File: src/rtl/delay_path_meas_ctrl_if.sv
// Host-side handshake bundle for the delay-path measurement sequencer.
// master = measurement host, slave = sequencer.
interface delay_path_meas_ctrl_if #(
  parameter int unsigned CNT_W = 16,
  parameter int unsigned ACC_W = 24
);
  logic             start;
  logic [7:0]       num_runs;
  logic             busy;
  logic             result_valid;
  logic             result_ready;
  logic [ACC_W-1:0] result_sum;
  logic [CNT_W-1:0] result_min;
  logic [CNT_W-1:0] result_max;
  logic [7:0]       runs_done;
  logic             timeout_err;

  modport master (
    output start, num_runs, result_ready,
    input  busy, result_valid, result_sum, result_min, result_max, runs_done, timeout_err
  );

  modport slave (
    input  start, num_runs, result_ready,
    output busy, result_valid, result_sum, result_min, result_max, runs_done, timeout_err
  );
endinterface

File: src/rtl/delay_path_meas_ctrl.sv
// Launches edges into a delay-path chain, times their arrival in clk cycles over
// a programmed number of runs and reports sum/min/max over a valid/ready handshake.
module delay_path_meas_ctrl #(
  parameter int unsigned CNT_W      = 16,
  parameter int unsigned ACC_W      = 24,
  parameter int unsigned TIMEOUT    = 1023,
  parameter int unsigned SETTLE_CYC = 4
) (
  input  logic                      clk,
  input  logic                      rst,
  delay_path_meas_ctrl_if.slave     host,
  output logic                      pathInput,
  input  logic                      pathResult
);
  localparam int unsigned SUM_W = ACC_W + 1;
  localparam int unsigned ST_W  = $clog2(SETTLE_CYC + 1);

  if (TIMEOUT == 0 || TIMEOUT >= (1 << CNT_W)) begin : gTimeoutCheck
    $error("TIMEOUT must be in 1 .. 2**CNT_W-1");
  end

  typedef enum logic [2:0] {IDLE, SETTLE, LAUNCH, WAIT, DONE} stateT;

  stateT            state, stateNxt;
  logic             piNxt;
  logic             busy, busyNxt;
  logic             valid, validNxt;
  logic [ACC_W-1:0] sum, sumNxt;
  logic [CNT_W-1:0] minQ, minNxt, maxQ, maxNxt;
  logic [7:0]       runsDone, runsNxt, numRunsQ, numRunsNxt;
  logic             terr, terrNxt;
  logic [CNT_W-1:0] cnt, cntNxt;
  logic [ST_W-1:0]  streak, streakNxt;
  logic             sync1, resS;
  logic [SUM_W-1:0] sumWide;

  // Next-state and next-output logic
  always_comb begin
    stateNxt   = state;
    piNxt      = pathInput;
    busyNxt    = busy;
    validNxt   = valid;
    sumNxt     = sum;
    minNxt     = minQ;
    maxNxt     = maxQ;
    runsNxt    = runsDone;
    numRunsNxt = numRunsQ;
    terrNxt    = terr;
    cntNxt     = cnt;
    streakNxt  = streak;
    sumWide    = SUM_W'(sum) + SUM_W'(cnt);

    case (state)
      IDLE: begin
        if (host.start) begin
          numRunsNxt = host.num_runs;
          sumNxt     = '0;
          minNxt     = '1;
          maxNxt     = '0;
          runsNxt    = '0;
          terrNxt    = 1'b0;
          busyNxt    = 1'b1;
          cntNxt     = '0;
          streakNxt  = '0;
          if (host.num_runs == 8'd0) begin
            validNxt = 1'b1;
            stateNxt = DONE;
          end else begin
            stateNxt = SETTLE;
          end
        end
      end
      SETTLE: begin
        if (resS == pathInput && streak == ST_W'(SETTLE_CYC - 1)) begin
          stateNxt = LAUNCH;
        end else if (cnt == CNT_W'(TIMEOUT - 1)) begin
          terrNxt  = 1'b1;
          validNxt = 1'b1;
          stateNxt = DONE;
        end else begin
          cntNxt    = cnt + CNT_W'(1);
          streakNxt = (resS == pathInput) ? streak + ST_W'(1) : '0;
        end
      end
      LAUNCH: begin
        piNxt    = ~pathInput;
        cntNxt   = '0;
        stateNxt = WAIT;
      end
      WAIT: begin
        if (resS == pathInput) begin
          // Sum saturates rather than wrapping
          sumNxt    = sumWide[ACC_W] ? '1 : sumWide[ACC_W-1:0];
          minNxt    = (cnt < minQ) ? cnt : minQ;
          maxNxt    = (cnt > maxQ) ? cnt : maxQ;
          runsNxt   = runsDone + 8'd1;
          cntNxt    = '0;
          streakNxt = '0;
          if (runsDone + 8'd1 == numRunsQ) begin
            validNxt = 1'b1;
            stateNxt = DONE;
          end else begin
            stateNxt = SETTLE;
          end
        end else if (cnt == CNT_W'(TIMEOUT)) begin
          terrNxt  = 1'b1;
          validNxt = 1'b1;
          stateNxt = DONE;
        end else begin
          cntNxt = cnt + CNT_W'(1);
        end
      end
      DONE: begin
        if (host.result_ready) begin
          validNxt = 1'b0;
          busyNxt  = 1'b0;
          stateNxt = IDLE;
        end
      end
      default: stateNxt = IDLE;
    endcase
  end

  // State, output and synchronizer registers
  always_ff @(posedge clk) begin
    if (rst) begin
      state     <= IDLE;
      pathInput <= 1'b0;
      busy      <= 1'b0;
      valid     <= 1'b0;
      sum       <= '0;
      minQ      <= '1;
      maxQ      <= '0;
      runsDone  <= '0;
      numRunsQ  <= '0;
      terr      <= 1'b0;
      cnt       <= '0;
      streak    <= '0;
      sync1     <= 1'b0;
      resS      <= 1'b0;
    end else begin
      state     <= stateNxt;
      pathInput <= piNxt;
      busy      <= busyNxt;
      valid     <= validNxt;
      sum       <= sumNxt;
      minQ      <= minNxt;
      maxQ      <= maxNxt;
      runsDone  <= runsNxt;
      numRunsQ  <= numRunsNxt;
      terr      <= terrNxt;
      cnt       <= cntNxt;
      streak    <= streakNxt;
      sync1     <= pathResult;
      resS      <= sync1;
    end
  end

  assign host.busy         = busy;
  assign host.result_valid = valid;
  assign host.result_sum   = sum;
  assign host.result_min   = minQ;
  assign host.result_max   = maxQ;
  assign host.runs_done    = runsDone;
  assign host.timeout_err  = terr;
endmodule

File: src/flat_wrapper.sv
// flat-port wrapper written by rule: the top's interface ports become plain ports
module delay_path_meas_ctrl_flat 
#(
  parameter int unsigned CNT_W      = 16,
  parameter int unsigned ACC_W      = 24,
  parameter int unsigned TIMEOUT    = 1023,
  parameter int unsigned SETTLE_CYC = 4
)
  (clk, rst, pathInput, pathResult, host_start, host_num_runs, host_result_ready, host_busy, host_result_valid, host_result_sum, host_result_min, host_result_max, host_runs_done, host_timeout_err);
  delay_path_meas_ctrl_if #(.CNT_W(CNT_W), .ACC_W(ACC_W)) host_i ();
  input  logic clk;
  input  logic rst;
  output logic pathInput;
  input  logic pathResult;
  input wire logic [$bits(host_i.start)-1:0] host_start;
  input wire logic [$bits(host_i.num_runs)-1:0] host_num_runs;
  input wire logic [$bits(host_i.result_ready)-1:0] host_result_ready;
  output wire logic [$bits(host_i.busy)-1:0] host_busy;
  output wire logic [$bits(host_i.result_valid)-1:0] host_result_valid;
  output wire logic [$bits(host_i.result_sum)-1:0] host_result_sum;
  output wire logic [$bits(host_i.result_min)-1:0] host_result_min;
  output wire logic [$bits(host_i.result_max)-1:0] host_result_max;
  output wire logic [$bits(host_i.runs_done)-1:0] host_runs_done;
  output wire logic [$bits(host_i.timeout_err)-1:0] host_timeout_err;
  assign host_i.start = host_start;
  assign host_i.num_runs = host_num_runs;
  assign host_i.result_ready = host_result_ready;
  assign host_busy = host_i.busy;
  assign host_result_valid = host_i.result_valid;
  assign host_result_sum = host_i.result_sum;
  assign host_result_min = host_i.result_min;
  assign host_result_max = host_i.result_max;
  assign host_runs_done = host_i.runs_done;
  assign host_timeout_err = host_i.timeout_err;
  delay_path_meas_ctrl #(.CNT_W(CNT_W), .ACC_W(ACC_W), .TIMEOUT(TIMEOUT), .SETTLE_CYC(SETTLE_CYC)) u_core (.clk(clk), .rst(rst), .host(host_i), .pathInput(pathInput), .pathResult(pathResult));
endmodule
File: config.mk
export PLATFORM = sky130hd
export DESIGN_NAME = delay_path_meas_ctrl_flat
export DESIGN_NICKNAME = d
export VERILOG_FILES = /design/src/rtl/delay_path_meas_ctrl_if.sv /design/src/rtl/delay_path_meas_ctrl.sv /design/src/flat_wrapper.sv
export SDC_FILE = /design/constraint.sdc
export NUM_CORES = 1
export LEC_CHECK = 0
export ABC_AREA = 1
export CAP_MARGIN = 10
export CORE_MARGIN = 8
export CORE_UTILIZATION = 45
export DETAILED_ROUTE_END_ITERATION = 16
export PLACE_DENSITY = 0.76
export SLEW_MARGIN = 15
export SYNTH_ARGS = -nofsm -noshare
export SYNTH_HDL_FRONTEND = slang
export SYNTH_SLANG_ARGS = --single-unit
File: constraint.sdc
create_clock -name clk -period 5.5 [get_ports clk]
set_clock_uncertainty 0.1 [all_clocks]
set_input_delay 0.55 -clock clk [delete_from_list [all_inputs] [get_ports clk]]
set_output_delay 0.55 -clock clk [all_outputs]
set_load 0.01 [all_outputs]
Word level (Yosys, flattened, before mapping)

Index checks and enable logic that the tools add are counted.

Add/sub/neg operators: 4
$lt $le $gt $ge: 2
Equality and inequality tests: 24
Muxes and demuxes: 49
Bitwise operators: 1
Reduce and logical (&&, ||, !) cells: 18

Operators with widths:

| operator                                                                | count |
|---|---|
| 16-bit two-way mux                                                      | 10 |
| 24-bit two-way mux                                                      | 3 |
| 16-bit one-hot mux with 2 select lines                                  | 2 |
| 16-bit one-hot mux with 4 select lines                                  | 1 |
| 24-bit one-hot mux with 2 select lines                                  | 1 |
| 3-bit two-way mux                                                       | 13 |
| 16-bit by 10-bit == test with 1-bit output, second input constant       | 2 |
| 24-bit by 16-bit adder with 25-bit output                               | 1 |
| 16-bit by 1-bit adder with 16-bit output, second input constant         | 1 |
| 16-bit greater-than comparator                                          | 1 |
| 16-bit less-than comparator                                             | 1 |
| 8-bit two-way mux                                                       | 2 |
| 8-bit one-hot mux with 2 select lines                                   | 1 |
| 3-bit one-hot mux with 5 select lines                                   | 1 |
| 2-bit by 1-bit inequality test with 1-bit output, second input constant | 6 |
| 4-bit AND reduction                                                     | 3 |
| 1-bit two-way mux                                                       | 11 |
| 2-bit inequality test, second input constant                            | 5 |
| 5-bit AND reduction                                                     | 2 |
| 3-bit by 2-bit == test with 1-bit output, second input constant         | 3 |
| 3-bit one-hot mux with 3 select lines                                   | 1 |
| 8-bit by 1-bit adder with 8-bit output, second input constant           | 1 |
| 8-bit == test                                                           | 1 |
| 8-bit zero test                                                         | 1 |
| 20 further kinds                                                        | 24 |

Bits in registers: 100
Output and inout bits: 68
Word-level logic and storage cells: 112

Depth between registers and ports, before layout

Depth after elaboration: 5
Mapped depth: 16

Worst setup path before layout

OpenSTA, ideal clock, no wires.

Path kind: reg-to-reg
From: reg u_core.sum[0], in the netlist u_core.host.result_sum[0]
To: reg u_core.sum[2], in the netlist u_core.host.result_sum[2]
Library setup time: 132 ps
Data arrival time: 1933 ps
Setup slack: 3335 ps
Cell stages (with the launch flop): 14
Path buffers: 1
Clock period less this slack: 2165 ps
Cells stage by stage: dfxtp_1 ha_1 fa_1 nand3_1 nand2_1 nand2_1 nand2_1 nand3_1 nand2_1 inv_1 buf_2 o21ai_0 nand2_1 a21oi_1

Cells in the longest elaborated chain, start to end: 4

RTL lines:

| item                                      | line                        | text |
|---|---|---|
| from (decl)                               | delay_path_meas_ctrl.sv:28  | `logic [ACC_W-1:0] sum, sumNxt;` |
| from (signal assigned)                    | delay_path_meas_ctrl.sv:146 | `sum <= sumNxt;` |
| 24-bit by 16-bit adder with 25-bit output | delay_path_meas_ctrl.sv:51  | `sumWide = SUM_W'(sum) + SUM_W'(cnt);` |
| 24-bit two-way mux                        | delay_path_meas_ctrl.sv:93  | `sumNxt = sumWide[ACC_W] ? '1 : sumWide[ACC_W-1:0];` |
| 24-bit two-way mux                        | delay_path_meas_ctrl.sv:91  | `if (resS == pathInput) begin` |
| 24-bit one-hot mux with 2 select lines    | delay_path_meas_ctrl.sv:53  | `case (state)` |

No other way between the ends. The select of a mux whose other input is x is not followed.
A chain may end at the register's enable or synchronous reset.

Worst setup path in the final report

From: reg u_core.state[1]
To: reg u_core.minQ[4], in the netlist u_core.host.result_min[4]

Cells in the longest elaborated chain, start to end: 3
Elaborated cells between the ends (all ways): 8
Classes of those cells: 4 x eq/ne; 1 x mux; 3 x reduce/logical

RTL lines:

| item                                                                                     | line                        | text |
|---|---|---|
| from (decl)                                                                              | delay_path_meas_ctrl.sv:24  | `stateT state, stateNxt;` |
| from (signal assigned)                                                                   | delay_path_meas_ctrl.sv:142 | `state <= stateNxt;` |
| 3-bit by 2-bit == test with 1-bit output / 3-bit zero test (equally long branches)       | delay_path_meas_ctrl.sv:53  |  |
| 2-bit by 1-bit inequality test with 1-bit output (no line), or another cell as far along | -                           |  |
| 4-bit AND reduction (no line)                                                            | -                           |  |
| to (signal assigned)                                                                     | delay_path_meas_ctrl.sv:147 | `minQ <= minNxt;` |
| to (decl)                                                                                | delay_path_meas_ctrl.sv:29  | `logic [CNT_W-1:0] minQ, minNxt, maxQ, maxNxt;` |

Several ways; a longest one is shown, not always the timed one.

==> results.cfg <==
[timing]
period_share = 0.625
maxSlewHeadroom = 0.333
rsz0062_at_grt = no
hold_slack_ns = 0.306
fin_tns_setup_ns = 0
final_hold_viol_count = 0
period_needed_ns = 3.44
slew_viol_final = 0
setup_violations = 0
timing.fmax_mhz = 291
max_slew.worst_pin.slew_ns = 1.00

[run]
maxCapViolCount = 0

[routing]
drtIter0Drc = 570
vias_per_cell = 5.37
ant_nets = 0
post_drt_wl_per_cell_um = 14.1
route.vias.total = 7206
drt_wl_total_um = 18900
drc_errors = 0
first_pass_iters = 5

[placement]
hpwl_um = 13800
gp_congestion = 0.933
io_buffers = 80
post-place-cells = 1327

[synthesis]
yosysWarningCount = 0
synth.top_cell.area_share = 0.288
yosysSeqAreaShare = 0.288
ys_seq_elements = 100
synth_nets = 1160
yosys.area.top_type = dfxtp_1
syn_area_um2 = 6950
synth.distinct_cells = 39
synthCells = 1094
synth_area_leaders = dfxtp_1 (29%), nand2_1 (17%), ha_1 (9.4%)
avgSynthCellArea_um2 = 6.35

[clock_tree]
clock_path_buffers = 2
cts_inserted_buffers = 9
cts_root_buf = clkbuf_16
htree_levels = 3
worstSkewPairLatency_ns = 0.35
cts_tree = done
post-cts-setup-buffers = 0
cts_resized = 0
cts.hold.buffers_added = 0
path_clk_slew_ns = 0.07
clkSinkCount = 100

[power_and_ir_drop]
p_leak_nw = 3.60
ir_drop_mv = 0.202
p_per_area_nw_per_um2 = 299
total_power_mw = 2.42

[cells_and_area]
instances_no_fill = 1343
postLayoutCoreUtil = 0.534
syn_to_final_growth_pct = 16.5
insertedDiodeCount = 0
drive_gt1_frac = 0.0381
nNetsFinal = 1216

[die]
die-area_um2 = 19700
rows = 45
fp.coreArea_um2 = 15100
die_h_um = 140
io_pins = 81
die_x_um = 140
initial_utilization = 0.459

[worst_setup_path]
path_buf_inv = 4
max_stage_delay_ns = 0.63
worstPathArrival_ns = 3.55
crit_family = simple AND/OR/NAND/NOR gates
crit_type = flop to flop
crit_slowest_cell = inv_2
cp_max_fo = 49
cp-start-kind = flop
required_ns = 5.61
crit_chain = inv_2, nor2_8, inv_4, nor2_8, nor2_4, buf_4, inv_2, nand2_2, nand2_1, nand3_1
endpoint_kind = flop

[min_path]
hp-class = flop to flop

[global_route]
grt_pass1_wl_um = 31300
grt_pass1_vias = 6527
track_usage = 0.192
antenna_found_initial = 0
grt_max_degree = 54
overflow = 0

[status]
status = completed
## cell usage in the layout, fill, tap and decap left out, types with 4 or more instances in the layout
| cell | count |
|---|---|
| nand2_1 | 312 |
| inv_1 | 122 |
| nand3_1 | 118 |
| a21oi_1 | 113 |
| dfxtp_1 | 100 |
| nor2_1 | 86 |
| clkdlybuf4s50_1 | 79 |
| ha_1 | 52 |
| o21ai_0 | 41 |
| nand4_1 | 22 |
| nor3_1 | 20 |
| xor2_1 | 12 |
| clkbuf_16 | 9 |
| inv_2 | 8 |
| a211oi_1 | 7 |
| o21bai_1 | 5 |
| and2_1 | 4 |
## sequential cells by signal, summed over array words and instances (netlist names)
| signal | cells |
|---|---|
| u_core.host.result_sum | 24 |
| u_core.cnt | 16 |
| u_core.host.result_max | 16 |
| u_core.host.result_min | 16 |
| u_core.host.runs_done | 8 |
| u_core.numRunsQ | 8 |
| u_core.state | 3 |
| u_core.streak | 3 |
| u_core.host.busy | 1 |
| u_core.host.result_valid | 1 |
| u_core.host.timeout_err | 1 |
| u_core.pathInput | 1 |
| u_core.resS | 1 |
| u_core.sync1 | 1 |
## logic make-up (layout without fill, tap and decap cells)
kind of cell,Yosys count,count (layout),synth area share
AO/OA/AOI/OAI,175,175,0.133
XOR/XNOR,16,16,0.0213
AND/OR/NAND/NOR,580,580,0.363
buffers and inverters,170,231,0.0982
flip-flops,100,100,0.288
adder cells (fa/ha/maj),53,53,0.0965
## power breakdown
| part | leakage [nW] | switching [mW] | internal [mW] |
|---|---|---|---|
| logic | 2.65 | 0.527 | 0.352 |
| registers | 0.815 | 0.102 | 0.830 |
| clock network | 0.133 | 0.285 | 0.323 |
## worst reg2reg max path: cells and delay by family (launching register included)
kind          cells  cell delay [ns]
buf+inv           4             1.13
flops             1             0.54
simple gates      6             1.53
## cell type report
class	count	area, um2
clock buffers	12	246
clock inverters	4	33.8
fillers	1496	7050
inverters	133	502
multi-input cells	824	4260
flip-flops and latches	100	2000
well taps	188	235
repair buffers	82	811
## routing by layer
metal,wire length [um],GRT usage,vias up
li1,-,-,3698
met1,8930,0.256,3220
met2,8000,0.294,253
met3,1450,0.0404,35
met4,501,0.0806,0
met5,0,0,-
## cell usage after synthesis (all sizes together)
cell type	count
nand2	315
inv	131
nand3	119
a21oi	114
dfxtp	100
nor2	92
ha	52
o21ai	43
nor3	23
nand4	22
buf	20
clkbuf	17
xor2	12
a211oi	7
o21bai	5
and2	4
xnor2	4
a31oi	3
o21a	3
or2	3
clkinv	2
fa	1
nand3b	1
nor4	1
## path summary, 6_finish.rpt
check / startpoint / to / slack (ns) / cells after the start
hold reg to reg: u_core.sync1$_SDFF_PP0_ / u_core.resS$_SDFF_PP0_ / 0.31 / 2
setup / recovery: u_core.state[1]$_SDFFE_PP0P_ / u_core.host.result_min[4]$_SDFFE_PP1P_ / 2.06 / 10
setup reg to reg: u_core.state[1]$_SDFFE_PP0P_ / u_core.host.result_min[4]$_SDFFE_PP1P_ / 2.06 / 10
hold / removal: u_core.sync1$_SDFF_PP0_ / u_core.resS$_SDFF_PP0_ / 0.31 / 2
## per-stage QoR
stage                     setup WS [ns]  area [um2]
after floorplan                    3.34        6950
after global placement             2.22        7810
after detailed placement           2.09        7810
after CTS                          2.08        8090
after global routing               1.80        8090
final                              2.06        8090
No activity file was read; power rests on OpenSTA's default activity.
